**src/rtl/fifo_uart_tx_pkg.sv**
```systemverilog
// Shared types and constants for the FIFO-fed UART transmitter.
// FIFO_UART_TX_TWO_STOP_EN selects two stop bits instead of one.
package fifo_uart_tx_pkg;

  typedef enum logic [2:0] {
    IDLE   = 3'd0,
    START  = 3'd1,
    DATA   = 3'd2,
    PARITY = 3'd3,
    STOP   = 3'd4
  } tx_state_e;

  localparam logic PAR_EVEN = 1'b0;
  localparam logic PAR_ODD  = 1'b1;

`ifdef FIFO_UART_TX_TWO_STOP_EN
  localparam int STOP_BITS = 2;
`else
  localparam int STOP_BITS = 1;
`endif

  // Line cycles per frame: start + data + optional parity + stop(s).
  function automatic int frame_len(input int data_width, input logic par_en);
    return 1 + data_width + (par_en ? 1 : 0) + STOP_BITS;
  endfunction

endpackage

```
**src/rtl/fifo_uart_tx_if.sv**
```systemverilog
// FIFO read port, frame controls and serial line of the UART transmitter.
// The transmitter uses the slave view; the FIFO/controller side uses master.
interface fifo_uart_tx_if #(
  parameter int DATA_WIDTH = 8
);

  logic [DATA_WIDTH-1:0] FIFO_RD_DATA;
  logic                  FIFO_EMPTY;
  logic                  FIFO_RD_INC;
  logic                  TX_EN;
  logic                  PAR_EN;
  logic                  PAR_TYP;
  logic                  TX_OUT;
  logic                  BUSY;

  modport master (
    output FIFO_RD_DATA, FIFO_EMPTY, TX_EN, PAR_EN, PAR_TYP,
    input  FIFO_RD_INC, TX_OUT, BUSY
  );

  modport slave (
    input  FIFO_RD_DATA, FIFO_EMPTY, TX_EN, PAR_EN, PAR_TYP,
    output FIFO_RD_INC, TX_OUT, BUSY
  );

endinterface

```
**src/rtl/fifo_uart_tx_parity_calc.sv**
```systemverilog
// Combinational UART parity: even (par_typ=0) or odd (par_typ=1) over data.
// Shared with the UART RX checker.
module tx_parity_calc
  import fifo_uart_tx_pkg::*;
#(
  parameter int DATA_WIDTH = 8
) (
  input  logic [DATA_WIDTH-1:0] data,
  input  logic                  par_typ,
  output logic                  par_bit
);

  assign par_bit = (^data) ^ par_typ;

endmodule

```
**src/rtl/fifo_uart_tx.sv**
```systemverilog
// Drains the async FIFO read port and serialises each word as a UART frame,
// one bit per CLK. Define FIFO_UART_TX_TWO_STOP_EN for two stop bits.
module fifo_uart_tx
  import fifo_uart_tx_pkg::*;
#(
  parameter int DATA_WIDTH = 8
) (
  input  logic          CLK,
  input  logic          RST,
  fifo_uart_tx_if.slave bus
);

  localparam int CNT_W = (DATA_WIDTH > 1) ? $clog2(DATA_WIDTH) : 1;
  localparam logic [CNT_W-1:0] LAST_BIT = CNT_W'(DATA_WIDTH - 1);

  tx_state_e             state_q, state_d;
  logic [DATA_WIDTH-1:0] shift_q, shift_d;
  logic [CNT_W-1:0]      bit_cnt_q, bit_cnt_d;
  logic                  par_en_q, par_en_d;
  logic                  par_bit_q, par_bit_d, par_bit_w;
  logic                  tx_out_q, tx_out_d;
  logic                  busy_q, busy_d;
  logic                  stop_last;
  logic                  load;

`ifdef FIFO_UART_TX_TWO_STOP_EN
  logic stop_cnt_q, stop_cnt_d;
  assign stop_last = stop_cnt_q;
`else
  assign stop_last = 1'b1;
`endif

  // Reset gates the pop so an aborted frame never consumes a second word.
  assign load = ~RST & bus.TX_EN & ~bus.FIFO_EMPTY &
                ((state_q == IDLE) | ((state_q == STOP) & stop_last));

  assign bus.FIFO_RD_INC = load;
  assign bus.TX_OUT      = tx_out_q;
  assign bus.BUSY        = busy_q;

  tx_parity_calc #(
    .DATA_WIDTH (DATA_WIDTH)
  ) u_parity (
    .data    (bus.FIFO_RD_DATA),
    .par_typ (bus.PAR_TYP),
    .par_bit (par_bit_w)
  );

  always_comb begin
    state_d   = state_q;
    shift_d   = shift_q;
    bit_cnt_d = bit_cnt_q;
    par_en_d  = par_en_q;
    par_bit_d = par_bit_q;
`ifdef FIFO_UART_TX_TWO_STOP_EN
    stop_cnt_d = 1'b0;
`endif
    case (state_q)
      IDLE: if (load) state_d = START;
      START: begin
        state_d   = DATA;
        bit_cnt_d = '0;
      end
      DATA: begin
        if (bit_cnt_q == LAST_BIT) begin
          state_d = par_en_q ? PARITY : STOP;
        end else begin
          bit_cnt_d = bit_cnt_q + CNT_W'(1);
          shift_d   = shift_q >> 1;
        end
      end
      PARITY: state_d = STOP;
      STOP: begin
`ifdef FIFO_UART_TX_TWO_STOP_EN
        if (!stop_cnt_q) stop_cnt_d = 1'b1;
        else             state_d = load ? START : IDLE;
`else
        state_d = load ? START : IDLE;
`endif
      end
      default: state_d = IDLE;
    endcase
    // Frame settings are frozen at the pop so later input changes wait a frame.
    if (load) begin
      shift_d   = bus.FIFO_RD_DATA;
      par_en_d  = bus.PAR_EN;
      par_bit_d = par_bit_w;
    end
  end

  // Line and busy are decoded from the next state so they register in step.
  always_comb begin
    tx_out_d = 1'b1;
    busy_d   = 1'b1;
    case (state_d)
      IDLE:    busy_d   = 1'b0;
      START:   tx_out_d = 1'b0;
      DATA:    tx_out_d = shift_d[0];
      PARITY:  tx_out_d = par_bit_q;
      default: tx_out_d = 1'b1;
    endcase
  end

  always_ff @(posedge CLK) begin
    if (RST) begin
      state_q   <= IDLE;
      shift_q   <= '0;
      bit_cnt_q <= '0;
      par_en_q  <= 1'b0;
      par_bit_q <= 1'b0;
      tx_out_q  <= 1'b1;
      busy_q    <= 1'b0;
`ifdef FIFO_UART_TX_TWO_STOP_EN
      stop_cnt_q <= 1'b0;
`endif
    end else begin
      state_q   <= state_d;
      shift_q   <= shift_d;
      bit_cnt_q <= bit_cnt_d;
      par_en_q  <= par_en_d;
      par_bit_q <= par_bit_d;
      tx_out_q  <= tx_out_d;
      busy_q    <= busy_d;
`ifdef FIFO_UART_TX_TWO_STOP_EN
      stop_cnt_q <= stop_cnt_d;
`endif
    end
  end

endmodule

```
**src/flat_wrapper.sv**
```systemverilog
// flat-port wrapper written by rule: the top's interface ports become plain ports
module fifo_uart_tx_flat import fifo_uart_tx_pkg::*;
#(
  parameter int DATA_WIDTH = 8
)
  (CLK, RST, bus_FIFO_RD_DATA, bus_FIFO_EMPTY, bus_TX_EN, bus_PAR_EN, bus_PAR_TYP, bus_FIFO_RD_INC, bus_TX_OUT, bus_BUSY);
  fifo_uart_tx_if #(.DATA_WIDTH(DATA_WIDTH)) bus_i ();
  input  logic CLK;
  input  logic RST;
  input wire logic [$bits(bus_i.FIFO_RD_DATA)-1:0] bus_FIFO_RD_DATA;
  input wire logic [$bits(bus_i.FIFO_EMPTY)-1:0] bus_FIFO_EMPTY;
  input wire logic [$bits(bus_i.TX_EN)-1:0] bus_TX_EN;
  input wire logic [$bits(bus_i.PAR_EN)-1:0] bus_PAR_EN;
  input wire logic [$bits(bus_i.PAR_TYP)-1:0] bus_PAR_TYP;
  output wire logic [$bits(bus_i.FIFO_RD_INC)-1:0] bus_FIFO_RD_INC;
  output wire logic [$bits(bus_i.TX_OUT)-1:0] bus_TX_OUT;
  output wire logic [$bits(bus_i.BUSY)-1:0] bus_BUSY;
  assign bus_i.FIFO_RD_DATA = bus_FIFO_RD_DATA;
  assign bus_i.FIFO_EMPTY = bus_FIFO_EMPTY;
  assign bus_i.TX_EN = bus_TX_EN;
  assign bus_i.PAR_EN = bus_PAR_EN;
  assign bus_i.PAR_TYP = bus_PAR_TYP;
  assign bus_FIFO_RD_INC = bus_i.FIFO_RD_INC;
  assign bus_TX_OUT = bus_i.TX_OUT;
  assign bus_BUSY = bus_i.BUSY;
  fifo_uart_tx #(.DATA_WIDTH(DATA_WIDTH)) u_core (.CLK(CLK), .RST(RST), .bus(bus_i));
endmodule
```
**config.mk**
```make
export PLATFORM = sky130hd
export DESIGN_NAME = fifo_uart_tx_flat
export DESIGN_NICKNAME = d
export VERILOG_FILES = /design/src/rtl/fifo_uart_tx_pkg.sv /design/src/rtl/fifo_uart_tx_if.sv /design/src/rtl/fifo_uart_tx_parity_calc.sv /design/src/rtl/fifo_uart_tx.sv /design/src/flat_wrapper.sv
export SDC_FILE = /design/constraint.sdc
export NUM_CORES = 1
export LEC_CHECK = 0
export CAP_MARGIN = 5
export CORE_MARGIN = 4
export CORE_UTILIZATION = 65
export CTS_CLUSTER_SIZE = 12
export DETAILED_ROUTE_END_ITERATION = 7
export DONT_BUFFER_PORTS = 1
export PLACE_DENSITY_LB_ADDON = 0.05
export SLEW_MARGIN = 20
export SYNTH_ARGS = -nofsm -noshare
export SYNTH_HDL_FRONTEND = slang
export SYNTH_HIERARCHICAL = 1
export SYNTH_SLANG_ARGS = --single-unit
```
**constraint.sdc**
```tcl
create_clock -name CLK -period 4.6 [get_ports CLK]
set_clock_uncertainty 0.2 [all_clocks]
set_input_delay 0.46 -clock CLK [delete_from_list [all_inputs] [get_ports CLK]]
set_output_delay 0.46 -clock CLK [all_outputs]
set_load 0.01 [all_outputs]
```
==> reports/summary.txt <==
FLOORPLAN
------------------------------------------------------------------------------------------
Effective utilization at floorplan                                                   0.683
Placement row count                                                                     14
Vertical die dimension                                                             47.8 um
Num ports                                                                               17
Core Box Area                                                                   1510 sq um
Area of the die                                                                 2280 sq um
Chip Width                                                                         47.8 um

CRITICAL PATH
------------------------------------------------------------------------------------------
Reg2Reg Setup Slack                                                                2.42 ns
Required time of the critical path                                                 3.94 ns
Type of the worst setup path                                                    reg -> out
Arrival time at the worst endpoint                                                 1.73 ns
Category of the worst setup path capture point                                 output port
Crit Path Max Fanout                                                                    11
Startpoint Class                                                                 flip-flop

FINISH
------------------------------------------------------------------------------------------
Fraction of layout instances using a drive strength above 1                          0.167
Final net count                                                                        126
Fill cells                                                                             128
Core occupancy in the finished layout                                                0.674
Area growth from synthesis to layout                                                -1.22%
Number of antenna cells inserted                                                         0
Design area                                                                     1020 sq um

SYNTHESIS
------------------------------------------------------------------------------------------
Biggest area consumer among synthesized cells                                 sky130_fd_sc_hd__dfxtp_1
Proportion of synthesized flip-flops having asynchronous set or reset                    0
Dominant register cell in the synthesized netlist                             sky130_fd_sc_hd__dfxtp_1
Number of nets produced by synthesis                                                   128
Post-Syn Instances                                                                     111
Share of Yosys cell area claimed by the top area cell type                           0.350
Synth warn                                                                               6
EDFF count, synth                                                                        0
Flip-flop and latch count after synthesis                                               18
Leading cell types by total area after synthesis                              sky130_fd_sc_hd__dfxtp_1, sky130_fd_sc_hd__a221oi_1, sky130_fd_sc_hd__nor3_2
Seq/Total Area, Yosys                                                                0.350
Syn_area_per_cell                                                               9.27 sq um
Number of library cell types mapped by synthesis                                        36
Post-synthesis cell area                                                        1030 sq um

GLOBAL ROUTE
------------------------------------------------------------------------------------------
Met3 Usage GRT                                                                      0.0752
Vias in the first global route                                                         682
GRT met2 Usage                                                                       0.277
GRT Overall Usage                                                                    0.185
Global-route wire length before repair                                             2990 um
Antenna violations before repair                                                         0
Total congestion overflow                                                                0
Met1 usage                                                                           0.253
Highest-utilization routing layer at the global route stage                           met2
Largest net degree at the start of global routing                                       20

ROUTE
------------------------------------------------------------------------------------------
Number of nets still failing antenna checks after routing                                0
Number of design rule violations left after detail routing                               0
Drt wl/cell                                                                        15.0 um
Total detailed-routing wirelength                                                  1860 um
Via count                                                                              741
First-pass iteration count of the detailed router                                        4
Drt via density                                                                       5.98
Initial DRC Count                                                                       14

CTS
------------------------------------------------------------------------------------------
Clock sink total                                                                        18
Maximum buffer depth of the clock tree                                                   2
Root Driver                                                                   sky130_fd_sc_hd__clkbuf_4
Clock edge transition at the registers on the reported setup and hold paths        0.11 ns
Post-cts resize count                                                                    0
Depth of the CTS H-tree                                                                  1
CTS tree                                                                              done
CTS Buf Count                                                                            3
Insertion delay of the later-clocked pin in the worst-skew pair                    0.29 ns
Post-CTS setup buffer count                                                              0
Number of hold buffers added after cts                                                   0

TIMING
------------------------------------------------------------------------------------------
Fin crit share                                                                       0.519
Setup repair after global routing missed its margin                                     no
Period minus WS final                                                              2.39 ns
Tightest slew margin relative to the limit                                           0.653
Highest achievable clock rate                                                      419 MHz
Hold_ws                                                                          0.0171 ns
Number of pins with negative max-slew slack in the final report                          0
Worst Max-Slew Pin Slew                                                           0.516 ns
Setup-failing EPs final                                                                  0
Accumulated negative setup slack                                                      0 ns
Fin. Hold Viols                                                                          0

PLACEMENT
------------------------------------------------------------------------------------------
Gp weighted congestion                                                               0.843
Detailed placer's ending HPWL                                                      1380 um
Dpl cell area                                                                    980 sq um
Buffers added on ports                                                                   0

FLOW RUN
------------------------------------------------------------------------------------------
Max Cap Violations                                                                       0

POWER
------------------------------------------------------------------------------------------
Relative contribution of the clock network to total power                            0.319
Sequential cell fraction of total power                                              0.554
Internal Dissipation                                                                233 uW
Sw Pwr                                                                             71.4 uW
Sw Share                                                                             0.235
Pleak                                                                             0.380 nW
Combinational share of power                                                         0.126
Peak ir drop on the vdd network                                                   0.155 mV
Power per standard cell area                                                   300 nW/um^2

WORST HOLD PATH
------------------------------------------------------------------------------------------
Type of the tightest min-delay check                                             in -> reg

RUN STATUS
------------------------------------------------------------------------------------------
Status                                                                        complete, no violations

==> cell usage in the layout, fill, tap and decap left out <==
| cell type | synthesis | layout |
|---|---|---|
| sky130_fd_sc_hd__xnor2_2 | 1 | 1 |
| sky130_fd_sc_hd__nor2b_1 | 4 | 4 |
| sky130_fd_sc_hd__xor2_1 | 1 | 1 |
| sky130_fd_sc_hd__nor3_1 | 3 | 3 |
| sky130_fd_sc_hd__xnor2_1 | 4 | 4 |
| sky130_fd_sc_hd__and4_1 | 1 | 1 |
| sky130_fd_sc_hd__a2bb2oi_1 | 1 | 1 |
| sky130_fd_sc_hd__a31oi_1 | 2 | 2 |
| sky130_fd_sc_hd__a221oi_1 | 6 | 6 |
| sky130_fd_sc_hd__xnor3_1 | 1 | 1 |
| sky130_fd_sc_hd__ha_1 | 3 | 3 |
| sky130_fd_sc_hd__o21ai_1 | 1 | 1 |
| sky130_fd_sc_hd__a21oi_1 | 6 | 6 |
| sky130_fd_sc_hd__o22a_1 | 1 | 1 |
| sky130_fd_sc_hd__nor2_1 | 12 | 12 |
| sky130_fd_sc_hd__a211oi_1 | 1 | 1 |
| sky130_fd_sc_hd__inv_1 | 3 | 3 |
| sky130_fd_sc_hd__nand2b_1 | 4 | 4 |
| sky130_fd_sc_hd__nand2_1 | 9 | 9 |
| sky130_fd_sc_hd__nor3b_1 | 1 | 1 |
| sky130_fd_sc_hd__o21a_1 | 1 | 1 |
| sky130_fd_sc_hd__nand3_1 | 1 | 1 |
| sky130_fd_sc_hd__clkbuf_4 | 0 | 3 |
| sky130_fd_sc_hd__or3b_2 | 2 | 2 |
| sky130_fd_sc_hd__clkbuf_8 | 0 | 1 |
| sky130_fd_sc_hd__o21ba_2 | 1 | 1 |
| sky130_fd_sc_hd__clkinv_4 | 1 | 1 |
| sky130_fd_sc_hd__dfxtp_1 | 18 | 18 |
| sky130_fd_sc_hd__nor4_2 | 1 | 1 |
| sky130_fd_sc_hd__or4b_4 | 2 | 2 |
| sky130_fd_sc_hd__mux2i_1 | 1 | 1 |
| sky130_fd_sc_hd__or2_4 | 1 | 1 |
| sky130_fd_sc_hd__o21ai_0 | 5 | 5 |
| sky130_fd_sc_hd__nor3_2 | 5 | 5 |
==> final cells by class <==
cell class,instances,area (sq um),share of cell area
Multi-Input combinational cell,82,579,0.570
Tap cell,16,20.0,0.0197
Clock buffer,4,36.3,0.0357
Sequential cell,18,360,0.355
Inverter,4,20.0,0.0197
==> worst paths after layout <==
path                            start                end  depth (start not counted)
setup / recovery    u_core/state_q[0]    bus_FIFO_RD_INC                          3
hold / removal                    RST    u_core/par_en_q                          1
setup reg to reg  u_core/bit_cnt_q[0]  u_core/bus.TX_OUT                          6
hold reg to reg     u_core/shift_q[7]  u_core/shift_q[7]                          2
==> cells by family (layout without fill, tap and decap cells) <==
group | Yosys count | after routing | share of synthesized area
simple gates | 46 | 46 | 0.274
compound gates | 25 | 25 | 0.163
flops | 18 | 18 | 0.350
buf+inv | 11 | 8 | 0.0864
xor+xnor | 7 | 7 | 0.0803
fa+ha+maj | 3 | 3 | 0.0365
mux | 1 | 1 | 0.00973
==> sequential cells by signal, summed over array words and instances (netlist names) <==
register	flops
u_core/shift_q	8
u_core/bit_cnt_q	3
u_core/state_q	3
u_core/bus.BUSY	1
u_core/bus.TX_OUT	1
u_core/par_bit_q	1
u_core/par_en_q	1
==> cells in the mapped netlist, types with 2 or more instances <==
cell	instances
sky130_fd_sc_hd__ha_1	3
sky130_fd_sc_hd__nor3_2	5
sky130_fd_sc_hd__nor3_1	3
sky130_fd_sc_hd__a221oi_1	6
sky130_fd_sc_hd__dfxtp_1	18
sky130_fd_sc_hd__nand2_1	9
sky130_fd_sc_hd__nor2b_1	4
sky130_fd_sc_hd__clkbuf_1	2
sky130_fd_sc_hd__inv_1	3
sky130_fd_sc_hd__buf_6	3
sky130_fd_sc_hd__a21oi_1	6
sky130_fd_sc_hd__or3b_2	2
sky130_fd_sc_hd__nor2_1	12
sky130_fd_sc_hd__o21ai_0	5
sky130_fd_sc_hd__nand2b_1	4
sky130_fd_sc_hd__a31oi_1	2
sky130_fd_sc_hd__or4b_4	2
sky130_fd_sc_hd__xnor2_1	4
==> critical path: stages, from the launching register on <==
cell                       delay [ns]
sky130_fd_sc_hd__dfxtp_1         0.43
sky130_fd_sc_hd__or4b_4          0.58
sky130_fd_sc_hd__or2_4           0.31
sky130_fd_sc_hd__clkinv_4        0.12
==> metal layers <==
metal / wire length [um] / vias to the layer above
li1: - / 384
met1: 873 / 342
met2: 860 / 15
met5: 0 / -
met4: 0 / 0
met3: 120 / 0
==> power groups by stage <==
stage / clock (mW) / combinational [mW] / sequential (mW)
floorplan: 0 / 0.0410 / 0.170
global placement: 0 / 0.0376 / 0.172
detailed placement: 0 / 0.0383 / 0.172
CTS: 0.0989 / 0.0386 / 0.169
global route: 0.108 / 0.0423 / 0.170
finish: 0.0971 / 0.0385 / 0.169
==> per-stage QoR <==
stage	cells	power [mW]	worst slack (ns)
after floorplan	111	0.211	2.44
after global placement	120	0.210	2.54
after detailed placement	120	0.211	2.46
after CTS	124	0.306	2.21
after global routing	124	0.320	2.14
final	124	0.304	2.21
(Power assumes the default switching activity.)
